==> src/rtl/calc_rx_pkg.sv <==
// calc_rx_pkg: shared constants and state encoding
// for the BINARY_CALC serial frame receiver.
package calc_rx_pkg;

    localparam int FRAME_W  = 32;
    localparam int CNT_W    = 6;
    localparam int A_MSB    = 31;
    localparam int B_MSB    = 23;
    localparam int ALU_MSB  = 15;
    localparam int SEL_MSB  = 7;
    localparam int FLAG_MSB = 3;

    localparam logic [CNT_W-1:0] CNT_ONE  = CNT_W'(1);
    localparam logic [CNT_W-1:0] CNT_FULL = CNT_W'(FRAME_W);

    typedef enum logic [1:0] {
        ST_IDLE  = 2'd0,
        ST_SHIFT = 2'd1,
        ST_LOAD  = 2'd2,
        ST_DRAIN = 2'd3
    } rx_state_e;

endpackage

==> src/rtl/calc_frame_receiver_edge.sv <==
// calc_edge_detect: turns the divided bit clock
// into a one-CLK rising-edge strobe.
module calc_edge_detect (
    input  logic CLK,
    input  logic RESET,
    input  logic CLK_Tx,
    output logic BIT_STB
);

    logic clk_tx_q;
    logic clk_tx_d;

    assign clk_tx_d = CLK_Tx;

    // Remember last CLK_Tx level to find its rising edge
    always_ff @(posedge CLK or negedge RESET) begin
        if (!RESET) begin
            clk_tx_q <= 1'b0;
        end else begin
            clk_tx_q <= clk_tx_d;
        end
    end

    assign BIT_STB = CLK_Tx & ~clk_tx_q;

endmodule

==> src/rtl/calc_frame_receiver.sv <==
// calc_frame_receiver: deserialises 32-bit MSB-first frames into a
// VALID/READY output register. Option: CALC_RX_FRAME_CNT_EN adds RX_FRAME_CNT.
module calc_frame_receiver
    import calc_rx_pkg::*;
(
    input  logic        CLK,
    input  logic        RESET,
    input  logic        SIN,
    input  logic        SIN_VALID,
    input  logic        CLK_Tx,
    input  logic        FRAME_READY,
    output logic        FRAME_VALID,
    output logic [31:0] FRAME_DATA,
    output logic [7:0]  RX_A,
    output logic [7:0]  RX_B,
    output logic [7:0]  RX_ALU_OUT,
    output logic [3:0]  RX_SEL,
    output logic [3:0]  RX_FLAG,
    output logic        FRAME_ERR,
    output logic        OVERRUN
`ifdef CALC_RX_FRAME_CNT_EN
    ,
    output logic [15:0] RX_FRAME_CNT
`endif
);

    rx_state_e          state_q;
    logic [CNT_W-1:0]   cnt_q;
    logic [CNT_W-1:0]   cnt_d;
    logic [FRAME_W-1:0] shift_q;
    logic [FRAME_W-1:0] shift_d;
    logic [FRAME_W-1:0] data_q;
    logic               valid_q;
    logic               err_q;
    logic               ovr_q;
    logic               bit_stb;
`ifdef CALC_RX_FRAME_CNT_EN
    logic [15:0]        fcnt_q;
`endif

    calc_edge_detect u_edge (
        .CLK     (CLK),
        .RESET   (RESET),
        .CLK_Tx  (CLK_Tx),
        .BIT_STB (bit_stb)
    );

    assign shift_d = {shift_q[FRAME_W-2:0], SIN};
    assign cnt_d   = cnt_q + CNT_ONE;

    // Receive FSM with bit counter, shift reg, output register and flags
    always_ff @(posedge CLK or negedge RESET) begin
        if (!RESET) begin
            state_q <= ST_IDLE;
            cnt_q   <= '0;
            shift_q <= '0;
            data_q  <= '0;
            valid_q <= 1'b0;
            err_q   <= 1'b0;
            ovr_q   <= 1'b0;
`ifdef CALC_RX_FRAME_CNT_EN
            fcnt_q  <= '0;
`endif
        end else begin
            err_q <= 1'b0;
            if (valid_q && FRAME_READY) begin
                valid_q <= 1'b0;
            end
            unique case (state_q)
                ST_IDLE: begin
                    if (bit_stb && SIN_VALID) begin
                        shift_q <= shift_d;
                        cnt_q   <= CNT_ONE;
                        state_q <= ST_SHIFT;
                    end
                end
                ST_SHIFT: begin
                    if (!SIN_VALID) begin
                        err_q   <= 1'b1;
                        cnt_q   <= '0;
                        shift_q <= '0;
                        state_q <= ST_IDLE;
                    end else if (bit_stb) begin
                        shift_q <= shift_d;
                        cnt_q   <= cnt_d;
                        if (cnt_d == CNT_FULL) begin
                            state_q <= ST_LOAD;
                        end
                    end
                end
                ST_LOAD: begin
                    // A load wins over a same-cycle handshake clear
                    if (!valid_q || FRAME_READY) begin
                        data_q  <= shift_q;
                        valid_q <= 1'b1;
`ifdef CALC_RX_FRAME_CNT_EN
                        fcnt_q  <= fcnt_q + 16'd1;
`endif
                    end else begin
                        ovr_q <= 1'b1;
                    end
                    cnt_q   <= '0;
                    state_q <= ST_DRAIN;
                end
                ST_DRAIN: begin
                    if (!SIN_VALID) begin
                        state_q <= ST_IDLE;
                    end
                end
                default: begin
                    state_q <= ST_IDLE;
                end
            endcase
        end
    end

    assign FRAME_VALID = valid_q;
    assign FRAME_DATA  = data_q;
    assign FRAME_ERR   = err_q;
    assign OVERRUN     = ovr_q;
    assign RX_A        = data_q[A_MSB -: 8];
    assign RX_B        = data_q[B_MSB -: 8];
    assign RX_ALU_OUT  = data_q[ALU_MSB -: 8];
    assign RX_SEL      = data_q[SEL_MSB -: 4];
    assign RX_FLAG     = data_q[FLAG_MSB -: 4];
`ifdef CALC_RX_FRAME_CNT_EN
    assign RX_FRAME_CNT = fcnt_q;
`endif

endmodule

==> config.mk <==
export PLATFORM = sky130hd
export DESIGN_NAME = calc_frame_receiver
export DESIGN_NICKNAME = d
export VERILOG_FILES = /design/src/rtl/calc_rx_pkg.sv /design/src/rtl/calc_frame_receiver_edge.sv /design/src/rtl/calc_frame_receiver.sv
export SDC_FILE = /design/constraint.sdc
export NUM_CORES = 1
export LEC_CHECK = 0
export ABC_CLOCK_PERIOD_IN_PS = 2520
export CAP_MARGIN = 10
export CORE_ASPECT_RATIO = 1.25
export CORE_MARGIN = 5
export CORE_UTILIZATION = 55
export CTS_CLUSTER_SIZE = 14
export DETAILED_ROUTE_END_ITERATION = 12
export PLACE_DENSITY = 0.85
export SLEW_MARGIN = 20
export SYNTH_ARGS = -nofsm -noshare
export SYNTH_HDL_FRONTEND = slang
export SYNTH_SLANG_ARGS = --single-unit
==> constraint.sdc <==
create_clock -name CLK -period 2.52 [get_ports CLK]
set_input_delay 0.504 -clock CLK [delete_from_list [all_inputs] [get_ports CLK]]
set_output_delay 0.504 -clock CLK [all_outputs]
set_load 0.1 [all_outputs]
# Word level (Yosys, flattened, before mapping)

Cells that the tools add are included.

Memory bits (writable): 0
Register bits: 76
Bits in latches: 0
ROM bits: 0
Output and inout port bits: 67
Input bits: 6
Memories kept: 0

Reductions and logical operators: 12
Add/subtract/negate cells: 1
Bitwise operators: 3
Shift-type cells: 0
Multiplexer cells: 19
Order comparisons: 0
Equality and inequality tests: 8
Div/mod/pow operators: 0
$mul: 0

Operators by type and width:

| kind                                          | number |
|---|---|
| two-way mux 32 bit                            | 3 |
| case mux 32 bit (2 select lines)              | 1 |
| two-way mux 6 bit                             | 3 |
| case mux 6 bit (3 select lines)               | 1 |
| two-way mux 2 bit                             | 5 |
| case mux 2 bit (4 select lines)               | 1 |
| adder 6 x 1 -> 6 bit, second input constant   | 1 |
| == test 6 bit, second input constant          | 1 |
| != test 3 bit, second input constant          | 2 |
| AND reduction 3 bit                           | 2 |
| two-way mux 1 bit                             | 5 |
| == test 2 bit, second input constant          | 2 |
| != test 2 bit, second input constant          | 2 |
| AND reduction 2 bit                           | 2 |
| AND reduction 4 bit                           | 1 |
| nonzero test 3 bit                            | 1 |
| == test 2 x 1 -> 1 bit, second input constant | 1 |
| logical AND 1 bit                             | 2 |
| logical NOT 2 bit                             | 1 |
| NOT 1 bit                                     | 2 |
| nonzero test 2 bit                            | 1 |
| bitwise AND 1 bit                             | 1 |
| logical NOT 1 bit                             | 1 |
| logical OR 1 bit                              | 1 |

# Logic depth before layout (Yosys ltp)

Gate-level depths: netlist of the first run.

Depth after elaboration: 6
Depth in mapped cells: 8
Gate-level depth less buffers: 6

# Hierarchy

From an unflattened synthesis of the first run, not the netlist that was laid out.

Cell total of the unflattened synthesis: 305
Area, all modules: 3,390.8 µm²

By module, submodules not included:

| module              | instances | cells an instance | area an instance (µm²) | sequential area each (µm²) |
|---|---|---|---|---|
| calc_frame_receiver | 1         | 303               | 3,352.0                | 1,876.8 |
| calc_edge_detect    | 1         | 2                 | 38.8                   | 25.0 |

# Least setup slack after synthesis of the first run

Ideal clock, no wire load.

Path type: register to register
From: reg valid_q (netlist: FRAME_VALID)
To: reg data_q[0] (netlist: FRAME_DATA[0])
Buffers on the path: 1
Data required time: 2,394 ps
Setup time: 126 ps
Stages on the path, launching flop included: 5
Arrival time: 1,813 ps
Path slack: 581 ps
Path through: dfrtp_1 -> nand2b_1 -> nand2_1 -> buf_2 -> mux2_2

Longest elaborated chain between the ends: 3

RTL lines:

| item                          | RTL line                  | source |
|---|---|---|
| start: declaration            | calc_frame_receiver.sv:33 | `logic valid_q;` |
| start signal: assignment      | calc_frame_receiver.sv:58 | `valid_q <= 1'b0;` |
| start signal: assignment      | calc_frame_receiver.sv:67 | `valid_q <= 1'b0;` |
| start signal: assignment      | calc_frame_receiver.sv:95 | `valid_q <= 1'b1;` |
| logical NOT 1 bit             | calc_frame_receiver.sv:93 | `if (!valid_q \|\| FRAME_READY) begin` |
| logical OR 1 bit              | calc_frame_receiver.sv:93 |  |
| AND reduction 2 bit (no line) | --                        |  |
| end signal: assignment        | calc_frame_receiver.sv:94 | `data_q <= shift_q;` |
| end: declaration              | calc_frame_receiver.sv:32 | `logic [FRAME_W-1:0] data_q;` |

Every way passes these cells.
A chain may end at the register's enable or synchronous reset.

# Final worst setup path of the first run

From: in SIN_VALID
To: reg cnt_q[5]

Longest elaborated chain between the ends: 3
Elaborated cells between the ends (all ways): 6
Those cells by class: 2 x eq/ne; 2 x mux; 2 x reduce/logical

RTL lines:

| item                          | RTL line                  | source |
|---|---|---|
| start: declaration            | calc_frame_receiver.sv:9  | `input logic SIN_VALID,` |
| logical AND 1 bit             | calc_frame_receiver.sv:71 | `if (bit_stb && SIN_VALID) begin` |
| != test 2 bit (no line)       | --                        |  |
| AND reduction 3 bit (no line) | --                        |  |
| end signal: assignment        | calc_frame_receiver.sv:85 | `cnt_q <= cnt_d;` |
| end: declaration              | calc_frame_receiver.sv:28 | `logic [CNT_W-1:0] cnt_q;` |

Parallel ways exist; a longest one is shown, timed or not.

==> summary.txt, run 1 <==
Max Cap Viol: 0
Power Dens Cells: 707 nW/um^2
Register area: 1900 sq um
Switching Fraction: 30.9%
Top cells by area, synth: dfrtp_1, mux2_2, nand2_1
P_sw: 0.883 mW
Cell taking the most area after synthesis: dfrtp_1
Clock root buffer: clkbuf_8
Total power: 2.85 mW
Pleak: 2.02 nW
Clock Power Share: 31.4%
CTS buffer count: 9
Vias in the first global route: 2213
IO Port Bufs: 72
Post-cts sizing count: 0
Status: finished clean
Final Skew: 10.1 ps
Share of cells above drive strength 1: 34.5%
Final Hold Viols: 0
Worst Tran Pin Value: 545 ps
Per-cell routed wire length: 13.3 um
Total global-route track usage: 16.1%
Most common cell in the netlist: dfrtp_1
Slew headroom: 63.7%
Final instance area: 4030 sq um
Worst setup margin: 637 ps
Clock sinks: 76
Sequential area share after synthesis: 55.6%
Cell Chain, Critical Path: clkdlybuf4s50_1, and3b_4, o21bai_4, or2_4, o41ai_2
Post-DP HPWL: 4160 um
CTS clk-pin slew, worst paths: 80 ps
Setup TNS: 0 ps
Antenna cells: 0
Logic pwr share: 19.5%
Initial DRC Count: 99
Tmin final: 1880 ps
Post-place instance area: 3840 sq um
Drt first pass iters: 4
Initial Utilization: 55.9%
Vias per cell: 5.11
P_int: 1.97 mW
Synth top cells by count: dfrtp_1, nand2_1, o21ai_0
RSZ-0062 raised after global routing: false
Synthesized flop and latch total: 76
GP Congestion: 0.792
Slowest CP cell: clkdlybuf4s50_1
Post-synth top area share: 55.6%
Pre-CTS WS: 296 ps
Remaining DRCs: 0
H-tree levels: 3
CP Max Fanout: 9
DRT antenna net count: 0
Crit path kind: primary input to register
Clk buf depth: 2
Syn. warnings: 0
Worst skew pair latency: 340 ps
Mapped cell area: 3420 sq um
Core area: 6130 sq um
Yosys cell types: 35
CP startpoint kind: primary input
Peak Freq: 0.531 GHz
Hold buffer count at CTS: 0
CP required: 2750 ps
Row cnt: 32
Worst R2R Setup Slack: 640 ps
Num ports: 73
Routed via count: 2270
P&R area growth vs syn: 17.9%
Worst Setup End Kind: register
Seq pwr share: 49.1%
Die area: 7910 sq um
Syn nets: 328
First-pass GRT wire length: 10100 um
Synthesized area per cell: 10.9 sq um
GR Overflow Total: 0
Max VDD drop: 0.000533 V
Die X-Extent: 80.6 um
Worst R2R Start: state_q[0]
Die Span Y: 98.2 um
Worst hold path class: primary input to asynchronous set/reset pin
Fin. max-slew vios: 0
CTS tree: built
CP Data Arrival Time: 2110 ps
Final setup viols: 0
Largest net degree at the start of global routing: 65
Crit share post-route: 74.7%
Crit path from: SIN_VALID
Cell count after synthesis: 315
Number of enable flip-flop cells after synthesis: 0
Largest stage delay, worst path: 640 ps
Fillers: 500
FFs w/ async S/R, synth: 100%
Post-Route WL: 5920 um
Final nets: 368
Post-CTS Setup Inserts: 0
Antenna violations before repair: 0
Area of the multi-input gates: 1200 sq um
Ys flop type: dfrtp_1
-- per-stage QoR --
stage | utilization (%) | std cells | hold WS (ps)
4_1_cts | 65.8 | 444 | 161
3_5_place_dp | 62.7 | 429 | 475
6_report | 65.8 | 444 | 150
3_3_place_gp | 62.7 | 429 | 466
2_1_floorplan | - | 315 | 208
5_1_grt | 65.8 | 444 | 189
-- worst paths after layout --
check / to / cells after the start
max: cnt_q[5] / 5
min: shift_q[16] / 1
max reg2reg: cnt_q[5] / 6
min reg2reg: OVERRUN / 1
max in group asynchronous: FRAME_VALID / 2
min in group CLK: OVERRUN / 1
-- layer usage --
layer  up-vias  part of all wire (%)  track usage, %
li1       1102                     -               -
met3         8                   5.1            4.15
met1      1102                    42            20.0
met5         -                     0               0
met2        58                    52            26.9
met4         0                   1.4            5.85
-- worst max-delay path: cells and delay by family --
kind            cells  cell delay [ps]
buf+inv             1              640
compound gates      2              400
simple gates        2              570
-- cells by family (layout without fill, tap and decap cells) --
| kind of cell | after synthesis | in the layout | synth area share, % |
|---|---|---|---|
| mux | 33 | 33 | 10.8 |
| buf+inv | 52 | 96 | 9.65 |
| compound gates | 54 | 54 | 9.69 |
| fa+ha+maj | 7 | 7 | 2.56 |
| flops | 76 | 76 | 55.6 |
| simple gates | 93 | 93 | 11.7 |
-- power groups by stage --
stage / registers (mW) / logic (mW) / clock network, mW
after detailed placement: 1.43 / 0.563 / 0
after CTS: 1.40 / 0.563 / 0.919
after global routing: 1.42 / 0.635 / 0.966
final: 1.40 / 0.556 / 0.895
after floorplan: 1.44 / 0.385 / 0
after global placement: 1.42 / 0.538 / 0
-- flip-flops by register name, summed over array words and instances (netlist names), named ones only --
name	count
OVERRUN	1
cnt_q	6
FRAME_ERR	1
state_q	1
shift_q	32
FRAME_DATA	32
u_edge.clk_tx_q	1
FRAME_VALID	1
-- layout make-up --
| class | count | area share (%) |
|---|---|---|
| flip-flops and latches | 76 | 47.1 |
| inverters | 5 | 0.465 |
| well taps | 85 | 2.64 |
| multi-input cells | 187 | 29.7 |
| clock inverters | 4 | 1.24 |
| repair buffers | 76 | 15.3 |
| clock buffers | 11 | 3.50 |
-- layout by cell type (no fill, tap or decap), drive strengths merged --
cell type / count
or3: 1
o32ai: 1
mux2: 32
nor2b: 1
o22a: 1
and3: 1
o22ai: 1
and3b: 1
nand4: 1
nand3b: 1
nor4: 1
clkbuf: 11
dfrtp: 76
clkinvlp: 2
bufinv: 1
clkinv: 1
nand2b: 3
o41ai: 1
nor3b: 1
buf: 72
a41oi: 1
nor2: 4
o21ai: 40
inv: 5
a21oi: 1
clkdlybuf4s50: 4
o21bai: 2
nand2: 72
or3b: 1
mux2i: 1
or2: 1
o21a: 1
o31ai: 2
a31oi: 3
ha: 7
nand3: 4
No activity file was read; power rests on OpenSTA's default activity.
==> inputs of run 2 (changes only) <==
ABC_CLOCK_PERIOD_IN_PS = 2000   (was 2520)
CORE_UTILIZATION = 51   (was 55)
PLACE_DENSITY = 0.8   (was 0.85)
clock period = 2 ns   (was 2.52 ns; I/O delays follow)
==> run 2 against run 1 <==
  * The flow now finishes with violations (hold timing)
  * Critical path type is now register to register
  * Wire length grew 3.8%
  * Core utilization shrank 2.9 points
  * Combinational power grew 32%
  * Clock power grew 53%
  * Non-clock buffer count grew 5
  * Critical path depth is the same
  * Sequential share of layout area shrank 1.1 points
  * Sequential cell count is the same
  * Total power grew 36%
==> summary.txt, run 2 (synthesis gave the netlist of run 1 again) <==
Row cnt: 33
CP Data Arrival Time: 2080 ps
Post-DP HPWL: 4320 um
Final Hold Viols: 1
Remaining DRCs: 0
Tmin final: 1850 ps
Antenna cells: 0
Commonest non-fill, non-tap cells in the layout: dfrtp_1, buf_4, nand2_1
Pleak: 2.08 nW
Total power: 3.88 mW
Worst hold path class: primary input to asynchronous set/reset pin
Fin. max-slew vios: 0
Clock sinks: 76
Worst skew pair latency: 340 ps
DRT antenna net count: 0
Initial Utilization: 52.1%
CTS clk-pin slew, worst paths: 80 ps
Crit share post-route: 92.6%
Largest net degree at the start of global routing: 49
Total global-route track usage: 15.3%
Clk buf depth: 2
CTS tree: built
Share of cells above drive strength 1: 35.7%
Vias in the first global route: 2206
Final Util: 62.9%
Worst Tran Pin Value: 445 ps
Vias per cell: 5.04
IO Port Bufs: 72
Max Cap Viol: 0
Setup TNS: 0 ps
WHS: -0.491 ps
Antenna violations before repair: 0
Drt first pass iters: 4
Die Span Y: 102 um
Die area: 8460 sq um
CP startpoint kind: register
Post-place instance area: 3890 sq um
P&R area growth vs syn: 20.7%
Max VDD drop: 0.000628 V
Violated checks: hold timing
H-tree levels: 3
CP Max Fanout: 8
Final instance area: 4130 sq um
Hold buffer count at CTS: 0
Post-CTS Setup Inserts: 0
Num ports: 73
RSZ-0062 raised after global routing: false
Post-cts sizing count: 0
Final nets: 373
Final Skew: 13.1 ps
Leading cell type in the layout, fill and taps excluded: dfrtp_1
Status: finished, violations left
GR Overflow Total: 0
Clock root buffer: clkbuf_8
Peak Freq: 0.540 GHz
Crit path kind: register to register
Power Dens Cells: 939 nW/um^2
Cell Chain, Critical Path: inv_1, ha_1, nand3_1, or2_4, o41ai_2
Largest stage delay, worst path: 440 ps
GP Congestion: 0.751
Slew headroom: 70.3%
Die X-Extent: 83.3 um
Per-cell routed wire length: 13.6 um
Initial DRC Count: 116
Routed via count: 2271
First-pass GRT wire length: 10300 um
Slowest CP cell: dfrtp_1
Core area: 6570 sq um
Final setup viols: 0
CP required: 2230 ps
Post-Route WL: 6140 um
CTS buffer count: 9
Worst Setup End Kind: register
-- run 2: cell types whose count changed in the layout (fill, tap and decap cells not counted), sizes merged --
| cell | before | now |
|---|---|---|
| bufinv | 1 | 3 |
| clkbuf | 11 | 9 |
| inv | 5 | 6 |
| clkinvlp | 2 | 1 |
| buf | 72 | 77 |
-- run 2: through the flow --
stage	instances	setup slack [ps]
after CTS	451	147
final	451	148
after global placement	436	130
after floorplan	315	61.0
after global routing	451	52.5
after detailed placement	436	81.2
-- run 2: worst paths after layout --
check | to | from | cells past startpoint | slack, ps
worst max-delay path | cnt_q[5] | register | 5 | 150
worst min-delay path | OVERRUN | RESET | 1 | -0.5
worst max register to register | cnt_q[5] | register | 5 | 150
worst min register to register | OVERRUN | OVERRUN | 1 | 490
max in group asynchronous | cnt_q[3] | RESET | 2 | 1430
min in group CLK | OVERRUN | OVERRUN | 1 | 490
-- run 2: area by class of cell --
| cell class | count | area [sq um] |
|---|---|---|
| multi-input cells | 187 | 1200 |
| repair buffers | 81 | 668 |
| clock inverters | 6 | 111 |
| fillers | 519 | 2430 |
| clock buffers | 9 | 124 |
| well taps | 87 | 109 |
| inverters | 5 | 18.8 |
| flip-flops and latches | 76 | 1900 |
-- run 2: report_power, final --
part | switching, mW | internal [mW] | leakage [nW] | total [mW]
registers | 0.116 | 1.66 | 1.05 | 1.77
logic | 0.486 | 0.251 | 0.909 | 0.736
clock network | 0.544 | 0.824 | 0.116 | 1.37
-- run 2: layer usage --
layer | routed length (um) | global-route usage [%]
met5 | 0 | 0
met1 | 2540 | 17.8
met2 | 3080 | 26.0
met3 | 395 | 5.21
met4 | 123 | 6.42
-- run 2: worst max-delay path: cells and delay by family, from the launching register on --
kind	cells	cell delay [ps]
AND/OR/NAND/NOR	2	540
flip-flops	1	440
adder cells (fa/ha/maj)	1	380
AO/OA/AOI/OAI	1	270
buffers and inverters	1	120
